$ cat src/rtl/reaction_ctrl_if.sv
// Bus between the reaction-timer sequencer and its peripherals: the buttons,
// the delay generator and the scoring unit.
//
// Every transfer here is a strobe, not a valid/ready pair. dly_ld and
// sc_update are each high for exactly one clock and are never back-pressured.
// The receiver must act on any cycle where the strobe is high. sc_data is
// stable in that same cycle and holds its value until the next sc_update.
//
// dbg_state mirrors the sequencer FSM state so that checkers can bind to it.
interface reaction_ctrl_if;
  logic        start;
  logic        react;
  logic        dly_done;
  logic        dly_ld;
  logic        dly_en;
  logic        led;
  logic [15:0] sc_data;
  logic        sc_update;
  logic        busy;
  logic        cheat;
  logic [2:0]  dbg_state;

  // The sequencer: it reads the buttons and the delay expiry, and drives everything else.
  modport master (
    input  start, react, dly_done,
    output dly_ld, dly_en, led, sc_data, sc_update, busy, cheat, dbg_state
  );

  // The environment: the buttons, the delay generator and the scoring unit.
  modport slave (
    output start, react, dly_done,
    input  dly_ld, dly_en, led, sc_data, sc_update, busy, cheat, dbg_state
  );
endinterface

$ cat src/rtl/reaction_ctrl.sv
// Reaction-timer sequencer.
// A start press loads and runs the random delay, then lights the stimulus LED.
// The sequencer then times the response in BCD milliseconds and writes the
// result to the scoring unit. A press before the LED lights is flagged as a
// cheat.
// Optional feature macro: CHEAT_PENALTY_EN. When it is defined, a cheat also
// writes 16'h9999 to the scoring unit.
module reaction_ctrl #(
  parameter int TICK_DIV = 50000,
  parameter int TICK_W   = 16
) (
  input logic           clk,
  input logic           reset,
  reaction_ctrl_if.master bus
);

  typedef enum logic [2:0] {
    S_IDLE   = 3'd0,
    S_LOAD   = 3'd1,
    S_WAIT   = 3'd2,
    S_TIMING = 3'd3,
    S_REPORT = 3'd4,
    S_CHEAT  = 3'd5
  } state_t;

  localparam logic [TICK_W-1:0] TICK_LAST = TICK_W'(TICK_DIV - 1);
  localparam logic [15:0]       BCD_MAX   = 16'h9999;

  state_t            r_state;
  state_t            w_state_nxt;
  logic              r_start_q;
  logic              r_start_prev;
  logic              r_react_q;
  logic              r_react_prev;
  logic              w_start_pe;
  logic              w_react_pe;
  logic [TICK_W-1:0] r_presc;
  logic              w_tick;
  logic [15:0]       r_bcd;
  logic [15:0]       w_bcd_inc;
  logic [15:0]       w_bcd_nxt;
  logic              w_carry;
  logic [15:0]       r_sc_data;
  logic              r_cheat;
  logic              w_dly_ld;
  logic              w_dly_en;
  logic              w_led;
  logic              w_sc_update;

  // Register the buttons. The previous-value registers reset to 1, so a
  // button that is held while reset is released does not count as a press.
  always_ff @(posedge clk or negedge reset) begin
    if (!reset) begin
      r_start_q    <= 1'b1;
      r_start_prev <= 1'b1;
      r_react_q    <= 1'b1;
      r_react_prev <= 1'b1;
    end else begin
      r_start_q    <= bus.start;
      r_start_prev <= r_start_q;
      r_react_q    <= bus.react;
      r_react_prev <= r_react_q;
    end
  end

  assign w_start_pe = r_start_q & ~r_start_prev;
  assign w_react_pe = r_react_q & ~r_react_prev;
  assign w_tick     = (r_state == S_TIMING) && (r_presc == TICK_LAST);

  // Add one to the BCD counter with a decimal carry that ripples through the nibbles.
  always_comb begin
    w_bcd_inc = r_bcd;
    w_carry   = 1'b1;
    for (int d = 0; d < 4; d++) begin
      if (w_carry) begin
        if (r_bcd[4*d +: 4] == 4'd9) begin
          w_bcd_inc[4*d +: 4] = 4'd0;
        end else begin
          w_bcd_inc[4*d +: 4] = r_bcd[4*d +: 4] + 4'd1;
          w_carry             = 1'b0;
        end
      end
    end
  end

  // The count value for the next cycle: it advances on a tick and saturates at 9999.
  assign w_bcd_nxt = (w_tick && (r_bcd != BCD_MAX)) ? w_bcd_inc : r_bcd;

  // FSM state register.
  always_ff @(posedge clk or negedge reset) begin
    if (!reset) r_state <= S_IDLE;
    else        r_state <= w_state_nxt;
  end

  // Next-state logic and the Moore strobes/enables.
  always_comb begin
    w_state_nxt = r_state;
    w_dly_ld    = 1'b0;
    w_dly_en    = 1'b0;
    w_led       = 1'b0;
    w_sc_update = 1'b0;
    case (r_state)
      S_IDLE: begin
        if (w_start_pe) w_state_nxt = S_LOAD;
      end
      S_LOAD: begin
        // dly_done may still show the previous run's expiry, so it is ignored here.
        w_dly_ld    = 1'b1;
        w_dly_en    = 1'b1;
        w_state_nxt = S_WAIT;
      end
      S_WAIT: begin
        w_dly_en = 1'b1;
        if (w_react_pe)        w_state_nxt = S_CHEAT;
        else if (bus.dly_done) w_state_nxt = S_TIMING;
      end
      S_TIMING: begin
        w_led = 1'b1;
        if (w_react_pe) w_state_nxt = S_REPORT;
      end
      S_REPORT: begin
        w_sc_update = 1'b1;
        w_state_nxt = S_IDLE;
      end
      S_CHEAT: begin
`ifdef CHEAT_PENALTY_EN
        w_sc_update = 1'b1;
`endif
        w_state_nxt = S_IDLE;
      end
      default: w_state_nxt = S_IDLE;
    endcase
  end

  // Millisecond prescaler and BCD counter. Both are cleared when the LED lights.
  always_ff @(posedge clk or negedge reset) begin
    if (!reset) begin
      r_presc <= '0;
      r_bcd   <= '0;
    end else if ((r_state == S_WAIT) && (w_state_nxt == S_TIMING)) begin
      r_presc <= '0;
      r_bcd   <= '0;
    end else if (r_state == S_TIMING) begin
      r_presc <= w_tick ? '0 : r_presc + TICK_W'(1);
      r_bcd   <= w_bcd_nxt;
    end
  end

  // Score register. It is loaded on entry to the write cycle, so the data is
  // valid in the same cycle as sc_update. A tick in the react cycle is included.
  always_ff @(posedge clk or negedge reset) begin
    if (!reset) begin
      r_sc_data <= '0;
    end else if ((r_state == S_TIMING) && (w_state_nxt == S_REPORT)) begin
      r_sc_data <= w_bcd_nxt;
    end
`ifdef CHEAT_PENALTY_EN
    else if ((r_state == S_WAIT) && (w_state_nxt == S_CHEAT)) begin
      r_sc_data <= BCD_MAX;
    end
`endif
  end

  // Cheat flag: it is set by the CHEAT cycle and cleared by the next accepted start.
  always_ff @(posedge clk or negedge reset) begin
    if (!reset)                              r_cheat <= 1'b0;
    else if ((r_state == S_IDLE) && w_start_pe) r_cheat <= 1'b0;
    else if (r_state == S_CHEAT)             r_cheat <= 1'b1;
  end

  assign bus.dly_ld    = w_dly_ld;
  assign bus.dly_en    = w_dly_en;
  assign bus.led       = w_led;
  assign bus.sc_data   = r_sc_data;
  assign bus.sc_update = w_sc_update;
  assign bus.busy      = (r_state != S_IDLE);
  assign bus.cheat     = r_cheat;
  assign bus.dbg_state = r_state;

endmodule

$ cat src/flat_wrapper.sv
// flat-port wrapper written by rule: the top's interface ports become plain ports
module reaction_ctrl_flat 
#(
  parameter int TICK_DIV = 50000,
  parameter int TICK_W   = 16
)
  (clk, reset, bus_start, bus_react, bus_dly_done, bus_dly_ld, bus_dly_en, bus_led, bus_sc_data, bus_sc_update, bus_busy, bus_cheat, bus_dbg_state);
  reaction_ctrl_if bus_i ();
  input logic clk;
  input logic reset;
  input wire logic [$bits(bus_i.start)-1:0] bus_start;
  input wire logic [$bits(bus_i.react)-1:0] bus_react;
  input wire logic [$bits(bus_i.dly_done)-1:0] bus_dly_done;
  output wire logic [$bits(bus_i.dly_ld)-1:0] bus_dly_ld;
  output wire logic [$bits(bus_i.dly_en)-1:0] bus_dly_en;
  output wire logic [$bits(bus_i.led)-1:0] bus_led;
  output wire logic [$bits(bus_i.sc_data)-1:0] bus_sc_data;
  output wire logic [$bits(bus_i.sc_update)-1:0] bus_sc_update;
  output wire logic [$bits(bus_i.busy)-1:0] bus_busy;
  output wire logic [$bits(bus_i.cheat)-1:0] bus_cheat;
  output wire logic [$bits(bus_i.dbg_state)-1:0] bus_dbg_state;
  assign bus_i.start = bus_start;
  assign bus_i.react = bus_react;
  assign bus_i.dly_done = bus_dly_done;
  assign bus_dly_ld = bus_i.dly_ld;
  assign bus_dly_en = bus_i.dly_en;
  assign bus_led = bus_i.led;
  assign bus_sc_data = bus_i.sc_data;
  assign bus_sc_update = bus_i.sc_update;
  assign bus_busy = bus_i.busy;
  assign bus_cheat = bus_i.cheat;
  assign bus_dbg_state = bus_i.dbg_state;
  reaction_ctrl #(.TICK_DIV(TICK_DIV), .TICK_W(TICK_W)) u_core (.clk(clk), .reset(reset), .bus(bus_i));
endmodule
$ cat config.mk
export PLATFORM = sky130hd
export DESIGN_NAME = reaction_ctrl_flat
export DESIGN_NICKNAME = d
export VERILOG_FILES = /design/src/rtl/reaction_ctrl_if.sv /design/src/rtl/reaction_ctrl.sv /design/src/flat_wrapper.sv
export SDC_FILE = /design/constraint.sdc
export NUM_CORES = 1
export LEC_CHECK = 0
export CELL_PAD_IN_SITES_DETAIL_PLACEMENT = 1
export CELL_PAD_IN_SITES_GLOBAL_PLACEMENT = 2
export CORE_MARGIN = 4
export CORE_UTILIZATION = 38
export DETAILED_ROUTE_END_ITERATION = 16
export GPL_TIMING_DRIVEN = 1
export PLACE_DENSITY = 0.86
export SETUP_SLACK_MARGIN = 0.02
export SLEW_MARGIN = 20
export SYNTH_ARGS = -nofsm -noshare
export SYNTH_HDL_FRONTEND = slang
export SYNTH_SLANG_ARGS = --single-unit
$ cat constraint.sdc
create_clock -name clk -period 3.7 [get_ports clk]
set_input_delay 0.555 -clock clk [delete_from_list [all_inputs] [get_ports clk]]
set_output_delay 0.555 -clock clk [all_outputs]
set_load 0.01 [all_outputs]
=== Yosys cells after proc, flatten, opt, wreduce, memory -nomap -nowiden ===
Cells that the tools add are included.

* Muxes and demuxes: 29
* Reduce and logical (&&, ||, !) cells: 10
* Bitwise operators: 4
* Equality and inequality tests: 13
* Add/subtract/negate cells: 5

{| class="wikitable"
|+ Operator list
! cell !! number
|-
| 16-bit 2-to-1 mux || 6
|-
| 4-bit 2-to-1 mux || 7
|-
| 16-bit by 1-bit adder with 16-bit output, second input constant || 1
|-
| 4-bit by 1-bit adder with 4-bit output, second input constant || 4
|-
| 16-bit equality test, second input constant || 1
|-
| 4-bit equality test, second input constant || 4
|-
| 16-bit != test, second input constant || 1
|-
| 3-bit 2-to-1 mux || 4
|-
| 3-bit one-hot mux with 4 select lines || 1
|-
| 1-bit 2-to-1 mux || 11
|-
| 3-bit by 2-bit equality test with 1-bit output, second input constant || 3
|-
| 3-bit equality test, second input constant || 3
|-
| 1-bit logical AND || 5
|-
| 2-bit nonzero test || 2
|-
| 3-bit by 1-bit equality test with 1-bit output, second input constant || 1
|-
| 3-bit zero test || 1
|-
| 3-bit nonzero test || 1
|-
| 1-bit AND || 2
|-
| 1-bit NOT || 2
|-
| 2-bit OR reduction || 1
|}

* Output and inout bits: 25
* Register bits: 56
* Bits of input ports: 5
* Logic and storage cells: 70

=== Depth between registers and ports, before layout ===
Gate-level depths: netlist of run 1.

* Depth in word-level cells: 8
* Depth in mapped cells: 10
* Depth with buffers taken out: 7

=== Least setup slack after synthesis of run 1 ===
Ideal clock, no wire load.

* Path type: register -> register
* Start: register u_core.r_state[0] (netlist: u_core.bus.dbg_state[0])
* End: register u_core.r_sc_data[15] (netlist: u_core.bus.sc_data[15])
* Required time: 3.573 ns
* Data arrival time: 1.977 ns
* Path buffers: 2
* Library setup time: 0.127 ns
* Stages on the path, launching flop included: 10
* Clock period less this slack: 2.103 ns
* Path slack: 1.597 ns
* Cells stage by stage: dfrtp_1 buf_2 nand3b_1 inv_1 buf_4 nand4_4 nor3_2 nand2_1 and3_1 a221o_2

* Word-level cells in the longest chain between the ends: 5
* Elaborated cells between the ends (all ways): 14
* Those cells by class: 4 x eq/ne; 6 x mux; 4 x reduce/logical

{| class="wikitable"
|+ RTL lines
! element !! RTL line !! text
|-
| from (decl) || reaction_ctrl.sv:29 || <nowiki>state_t r_state;</nowiki>
|-
| from (signal assigned) || reaction_ctrl.sv:92 || <nowiki>else r_state <= w_state_nxt;</nowiki>
|-
| 3-bit 2-to-1 mux || reaction_ctrl.sv:115 || <nowiki>else if (bus.dly_done) w_state_nxt = S_TIMING;</nowiki>
|-
| 3-bit 2-to-1 mux || reaction_ctrl.sv:114 || <nowiki>if (w_react_pe) w_state_nxt = S_CHEAT;</nowiki>
|-
| 3-bit one-hot mux with 4 select lines || reaction_ctrl.sv:102 || <nowiki>case (r_state)</nowiki>
|-
| 3-bit equality test || reaction_ctrl.sv:154 || <nowiki>end else if ((r_state == S_TIMING) && (w_state_nxt == S_REPORT)) begin</nowiki>
|-
| 1-bit logical AND || reaction_ctrl.sv:154 ||
|-
| to (signal assigned) || reaction_ctrl.sv:155 || <nowiki>r_sc_data <= w_bcd_nxt;</nowiki>
|-
| to (decl) || reaction_ctrl.sv:43 || <nowiki>logic [15:0] r_sc_data;</nowiki>
|}

Parallel ways exist; a longest one is shown, timed or not.
A chain may end at the register's enable or synchronous reset.

=== Worst setup path in the final report of run 1 ===
* Start: register u_core.r_state[2] (netlist: u_core.bus.dbg_state[2])
* End: output port bus_led

* Word-level cells in the longest chain between the ends: 2

{| class="wikitable"
|+ RTL lines
! element !! RTL line !! text
|-
| 3-bit by 2-bit equality test with 1-bit output || reaction_ctrl.sv:102 ||
|-
| 1-bit 2-to-1 mux || reaction_ctrl.sv:102 ||
|-
| to (decl) || flat_wrapper.sv:16 || <nowiki>output wire logic [$bits(bus_i.led)-1:0] bus_led;</nowiki>
|}

No other way between the ends.

==> results, run 1 <==
- The number of remaining DRC errors is 0.
- Cells with a size suffix above 1 make up a little under a tenth of the layout.
- The overall global routing resource usage is between 15 and 20%.
- Setup violations remaining at the end of the flow were counted as 0.
- The final-report max-slew violation count is 0.
- Setup repair after global routing left no endpoint under its margin.
- After detailed routing, the met3 layer carries 185 um of wire.
- The register bit total from synthesis is 56.
- The finished layout holds between 400 and 500 standard cells, fillers aside.
- After layout, the worst setup slack is 0.9361 ns.
- The CTS buffer count is 5.
- The clock sink count is 56.
- The final standard cell utilization of the core is between 40% and 50%.
- The average vias per placed instance is ~5.5.
- The maximum clock frequency is between 300 and 400 MHz.
- The number of inserted filler cells in the final layout is between 900 and 1k.
- The die height is ~97 um.
- In the layout the commonest cells are 54 x o21ai_0, 52 x dfrtp_1, 47 x nand2_1.
- The post-cts sizing count is 0.
- Clock-pin slew was measured on the worst setup and hold paths at 0.11 ns.
- The worst setup path is captured at a primary output.
- The highest layer touched by signal routing is met4.
- The first-pass iteration count of the detailed router is 4.
- In this run the critical register-to-register path is launched from u_core.bus.dbg_state[2].
- The maximum number of pins on one net before global-route repair is 32.
- The cell at the slowest stage of the critical path is clkdlybuf4s50_1.
- In this run the cell area measured after placement is about 0.0034 mm2.
- Of the available clock period, the critical path in the final layout requires between 70% and 80%.
- The number of antenna repair diodes is 0.
- In this run the tightest slew margin relative to its limit is between 50% and 60%.
- The critical path goes through nand3b_1 > buf_4 > inv_1 > clkdlybuf4s50_1.
- The peak supply drop is 0.0002254 V.
- For this run, the number of Yosys warnings is 0.
- After floorplanning, the core was sized to cover just under 0.008 mm2.
- The floorplan has 32 rows.
- Tracing the worst setup path back leads to its startpoint at u_core.bus.dbg_state[2].
- The number of maximum-capacitance constraint violations is 0.
- The tree is rooted in a clkbuf_8.
- Counting along the longest clock path gives a buffer depth of 2.
- The power consumption is 1.874 mW.
- The worst slack after detailed placement is around 1 ns.
- In this run the worst hold path is classified as in2async.
- The number of setup buffers added after CTS is 0.
- Summed over all cells, the static leakage comes to 1.393 nW.
- The die span in x is 97.01 um.
- The number of cells on the worst reg-to-reg path is 8.
- The number of synthesized flops with an enable pin is 0.
- For this run, the post-layout net count is between 300 and 400.
- The number of antenna violations at the first check in global routing came to 0.
- The synthesized netlist occupies a cell area of 0.003010 mm2.
- The number of global-route vias before repair is 2557.
- Across the routed clock network, the largest skew measured is approximately 0.013 ns.
- For the pin with the worst max-slew slack, the measured transition is 0.6557 ns.
- The routed design uses around 3700 um of met2 wire.
- The critical path is of the reg2out type.
- The post-synth net total is 340.
- The shortest period the worst path allows is 2.764 ns.
- The run finished with clean final reports.
- Dividing the detail-routed wire length by the instance count gives about 16 um.
- The number of standard cells after synthesis is ~330.
- Data on the critical path is required at its endpoint by roughly 3.1 ns.
- The sequential share of the synthesized area is 46.72%.
- In this run the mean area of a mapped cell was around 9.0 um2.
- For this configuration, the core starts out at a cell density of about 40%.
- After detailed routing, the wire length on met1 is around 3400 um.
- The final layout contains routed wiring with a total length of between 7000 and 8000 um.
- The top-level I/O count is 30.
- The die covers around 0.0094 mm2.
- At the worst endpoint, the arrival time is between 2 and 2.5 ns.
- Leaving out fill and tap cells, the most frequent cell in the layout is o21ai_0.
- The total placed cells including tap cells is between 400 and 500.
- The share of flip-flops with an asynchronous set or reset is 100.0%.
- The power per standard cell area is approximately 540 mW/mm2.
- The area added between synthesis and finish is 15.30%.
- The final-layout worst hold slack is ~0.24 ns.
- The number of hold buffers added after cts is 0.
- The detailed-placement wirelength estimate is between 5000 and 6000 um.
- Port buffering added 29 buffers.
- For this block, the initial DRC count from the detailed router was 57.
- The congestion estimate from routability-driven global placement came to 0.8081.
- The flip-flop cell with the highest count after synthesis is dfrtp_1.
- Setup total negative slack on the finished layout was measured at 0 ns.
- The total overflow left after global routing is 0.
- Clock latency on the worst-skew pair, taken at its later pin, is 0.31 ns.
- The number of vias in the routed layout is approximately 2.5k.
- In this run, distinct cell masters in the synthesized netlist total 57.
- The count of final hold-check violations was 0.
- Once detail routing completed, the nets flagged for antenna violations numbered 0.
- The final cell area excluding filler cells is around 0.0035 mm2.
- STA classifies the critical path startpoint as a flip-flop.
- The highest net fanout along the worst path is 14.
- The H-tree was split into 2 levels.
- On the worst path, the slowest cell contributes a delay of 0.64 ns.
- The wire length of the first global-routing pass is 12540 um.
- TritonCTS built the clock tree.
## final timing paths
kind	endpoint	slack, ns
max	bus_led	0.94
max reg2reg	u_core.bus.sc_data[15]	1.06
min reg2reg	u_core.r_react_prev	0.38
max in group asynchronous	u_core.r_bcd[13]	2.62
min in group clk	u_core.r_react_prev	0.38
min	u_core.bus.sc_data[11]	0.24
## power by group
group	leakage, nW	switching [mW]	internal, mW
sequential	0.753	0.125	0.714
combinational	0.588	0.371	0.308
clock	0.0510	0.205	0.150
total	1.39	0.701	1.17
## cell type report
type | count | area [um2] | area share, %
Timing Repair Buffer | 34 | 322.8 | 9.301
Multi-Input combinational cell | 249 | 1484 | 42.75
Clock inverter | 2 | 10.01 | 0.2884
Tap cell | 102 | 127.6 | 3.677
Sequential cell | 56 | 1406 | 40.52
Inverter | 10 | 37.54 | 1.081
Clock buffer | 6 | 82.58 | 2.379
## cells in the mapped netlist (2+ instances only)
cell      count  area [um2]
o21ai_0      54       270.3
dfrtp_1      52        1301
nand2_1      47       176.4
nor2_1       26       97.59
a21oi_1      17       85.08
clkbuf_1     11       41.29
inv_1        10       37.54
nand3_1      10       50.05
a31oi_1       7       43.79
xnor2_1       7       61.31
buf_2         6       30.03
and3_1        5       31.28
nand2b_1      5       31.28
a21o_1        4       30.03
a22o_1        4       35.03
dfstp_2       4       105.1
nand4_1       4       25.02
nor3_1        4       20.02
nor4_1        4       25.02
o21ai_1       4       20.02
nor2b_1       3       18.77
o31ai_1       3       22.52
a211oi_1      2       15.01
and2_1        2       12.51
and4bb_2      2       25.02
buf_4         2       15.01
mux2i_1       2       20.02
nand3b_1      2       15.01
o22a_1        2       17.52
or3_1         2       12.51
## per-layer routing
layer / global-route usage [%] / vias to the layer above
met5: 0 / -
met4: 3.996 / 0
met3: 2.451 / 6
met2: 27.07 / 32
met1: 21.29 / 1251
li1: - / 1231
## critical path: cells and delay by family, from the launching register on
family / cells / cell delay [ns]
buf+inv: 3 / 1.19
flops: 1 / 0.50
simple gates: 1 / 0.20
## kinds of logic after synthesis
kind of cell | share of synthesized area, %
adders and majority gates | 0.4156
and+or+nand+nor | 24.73
AOI/OAI and AO/OA | 20.66
muxes | 1.039
buffers and inverters | 4.115
xor gates and xnor gates | 2.328
DFF | 46.72
## sequential cells by signal (all words and copies together), names as in the netlist
name	flops
u_core.r_bcd	16
u_core.bus.dbg_state	3
u_core.r_react_q	1
u_core.r_presc	16
u_core.r_start_prev	1
u_core.bus.sc_data	16
u_core.bus.cheat	1
u_core.r_react_prev	1
u_core.r_start_q	1
(Power assumes the default switching activity.)
==> run 2: changes to the inputs <==
CORE_UTILIZATION = 32   (was 38)
PLACE_DENSITY = 0.77   (was 0.86)
clock period = 2.4 ns   (was 3.7 ns; I/O delays follow)
==> results, run 2 (synthesis results as in run 1) <==
- Outcome: finished clean (unchanged).
- The clock slew seen by the registers of the worst setup and hold paths is 0.10 ns (was 0.11 ns).
- The post-route antenna net violation count is 0 (unchanged).
- The number of global-route vias before repair is 2739 (was 2557).
- The initial DRC count is 40 (was 57).
- The maximum number of pins on one net before global-route repair is 33 (was 32).
- The peak supply drop was 0.0003507 V (was 0.0002254 V).
- The endpoint of the worst register-to-register path is u_core.r_bcd[14] (was u_core.bus.sc_data[15]).
- The power spent charging and discharging nets is 1.103 mW (was 700.9 uW).
- The number of antenna repair diodes is 0 (unchanged).
- The number of maximum-capacitance constraint violations is 0 (unchanged).
- The number of vias in the routed layout is 2564 (was 2520).
- The endpoint kind of the worst setup timing path was a primary output (unchanged).
- The critical path required time came to 2.04 ns (was 3.14 ns).
- The area added between synthesis and finish was 19.08% (was 15.30%).
- The wire length per cell was 15.76 um (was 16.04 um).
- The worst path uses 93.02% of the clock period.
- The shortest period the worst path allows is around 2.2 ns.
- The detailed-placement wirelength estimate is 5573 um (was 5410 um).
- The clock network fraction of design power came to 18.9% (about the same).
- The row count is 35 (was 32).
- The commonest non-fill, non-tap cell in the layout is o21ai_0 (unchanged).
- The post-cts sizing count was 0 (unchanged).
- The clock root buffer master is clkbuf_8 (unchanged).
- The clock tree from TritonCTS is built (unchanged).
- The launching instance or port of the critical path was u_core.bus.dbg_state[2] (unchanged).
- The power per standard cell area is 827.3 mW/mm2 (was 539.9 mW/mm2).
- The buffer levels on the longest clock path is 2 (unchanged).
- The wire length of the first global-routing pass is 13430 um (was 12540 um).
- The top-level I/O count is 30 (unchanged).
- The worst slew slack as a fraction of its limit is 64.54% (was 55.88%).
- RSZ-0062 raised after global routing: no (unchanged).
- The proportion of total power due to net switching is 37.20% (was 37.40%).
- The number of setup buffers added after CTS came to 0 (unchanged).
- The final net count was 376 (was 362).
- The worst min-delay path category is in2async (unchanged).
- The clock sink count is 56 (unchanged).
- The die height is 105.0 um (was 97.01 um).
- The clock latency on the worst-skew pair is 0.32 ns (was 0.31 ns).
- The routability congestion estimate from global placement is 0.8482 (was 0.8081).
- The data arrival time at the worst-slack endpoint is 1.87 ns (was 2.21 ns).
- The critical path start-end classification is reg2out (unchanged).
- The power consumption came to 2.966 mW (was 1.874 mW).
- The initial cell density of the core came to 32.73% (was 38.96%).
- The overall die area is 0.01102 mm2 (was 0.009410 mm2).
- The clock tree skew after final layout came to 0.008709 ns (was 0.01349 ns).
- The biggest cell delay along the critical path was 0.54 ns (was 0.64 ns).
- The final-report max-slew violation count came to 0 (unchanged).
- The number of cell instances on the worst register-to-register path came to 6 (was 8).
- The number of hold buffers added after cts is 0 (unchanged).
- The number of remaining DRC errors is 0 (unchanged).
- The final setup violation count is 0 (unchanged).
- The fraction of power consumed by combinational cells is 39.1% (was 36.3%).
- The CTS buffer count was 5 (unchanged).
- The static power due to leakage is 1.460 nW (was 1.393 nW).
- The setup TNS was 0 ns (unchanged).
- The share of post-route cells with drive strength above 1 came to 12.40% (was 9.524%).
- The count of input and output buffers was 29 (unchanged).
- The average vias per placed instance is 5.320 (was 5.490).
- The total congestion overflow is 0 (unchanged).
- The internal reg-to-reg setup slack is 0.21 ns (was 1.06 ns).
- The area of the core region came to 0.009196 mm2 (was 0.007727 mm2).
- The timing endpoint of the critical path is bus_led (unchanged).
- The die span in x came to 105.0 um (was 97.01 um).
- The number of antenna violations at the first check in global routing is 0 (unchanged).
- The startpoint kind of the worst setup timing path is a flip-flop (unchanged).
- The final wirelength is 7597 um (was 7364 um).
- The cell at the slowest stage of the critical path is clkdlybuf4s50_1 (unchanged).
- The first-pass iteration count of the detailed router is 4 (unchanged).
- The critical register-to-register path startpoint is u_core.r_bcd[6] (was u_core.bus.dbg_state[2]).
- The count of final hold-check violations came to 0 (unchanged).
- Commonest cells after routing, fill and taps aside: 54 x o21ai_0, 52 x dfrtp_1, 47 x nand2_1 (unchanged).
- The internal power contribution is 1.862 mW (was 1.173 mW).
- The maximum level of the CTS H-tree is 2 (unchanged).
- The transition time at the pin with the least slew margin is 0.5270 ns (was 0.6557 ns).
- The sequential power share came to 41.9% (was 44.8%).
- The number of inserted filler cells in the final layout was 1071 (was 920).
- Series of cell instances along the critical path: nand3b_1 > inv_1 > buf_4 > clkdlybuf4s50_1 (was nand3b_1 > buf_4 > inv_1 > clkdlybuf4s50_1).
- The maximum clock frequency is 447.9 MHz.
- The overall global routing resource usage came to 14.78% (was 15.94%).
- The highest net fanout along the worst path is 6 (was 14).
## run 2: worst min-delay path by stage
stage,from,endpoint
3_3_place_gp,u_core.r_react_q,u_core.r_react_prev
2_1_floorplan,reset,u_core.bus.cheat
3_5_place_dp,u_core.r_react_q,u_core.r_react_prev
6_report,reset,u_core.bus.sc_data[10]
4_1_cts,reset,u_core.bus.sc_data[0]
5_1_grt,reset,u_core.bus.sc_data[10]
## run 2: power by group through the flow
| stage | Clock [mW] | Combinational, mW | Sequential (mW) |
|---|---|---|---|
| after floorplan | 0 | 0.613 | 1.27 |
| after CTS | 0.578 | 1.19 | 1.25 |
| after global placement | 0 | 1.17 | 1.26 |
| after global routing | 0.606 | 1.30 | 1.27 |
| final | 0.561 | 1.16 | 1.24 |
| after detailed placement | 0 | 1.18 | 1.26 |
## run 2: area by class of cell
| class | instances | area [um2] | area share (%) |
|---|---|---|---|
| flip-flops and latches | 56 | 1406 | 39.23 |
| repair buffers | 48 | 427.9 | 11.94 |
| clock buffers | 8 | 90.09 | 2.513 |
| multi-input cells | 249 | 1484 | 41.40 |
| well taps | 111 | 138.9 | 3.874 |
| inverters | 10 | 37.54 | 1.047 |
## run 2: worst max-delay path, delay by kind of cell, from the launching register on
family                 cells  cell delay, ns
buffers and inverters      3            1.00
DFF                        1            0.39
and+or+nand+nor            1            0.17
## run 2: layer usage
metal  track usage (%)  vias up  wire, um
met5                 0        -         0
met4             3.936        0       115
met3             2.471       11       206
met2             25.21       35      3579
met1             19.34     1252      3695
li1                  -     1266         -
## run 2: stage by stage
stage / hold WS (ns) / util [%] / std cells / area (um2) / setup slack [ns]
floorplan: 0.06441 / - / 334 / 3010 / 0.2966
global placement: 0.3629 / 38.00 / 474 / 3495 / 0.2566
detailed placement: 0.3692 / 38.00 / 474 / 3495 / 0.1987
CTS: 0.04032 / 38.98 / 482 / 3585 / 0.1471
global route: 0.06607 / 38.98 / 482 / 3585 / 0.02221
finish: 0.03248 / 38.98 / 482 / 3585 / 0.1675
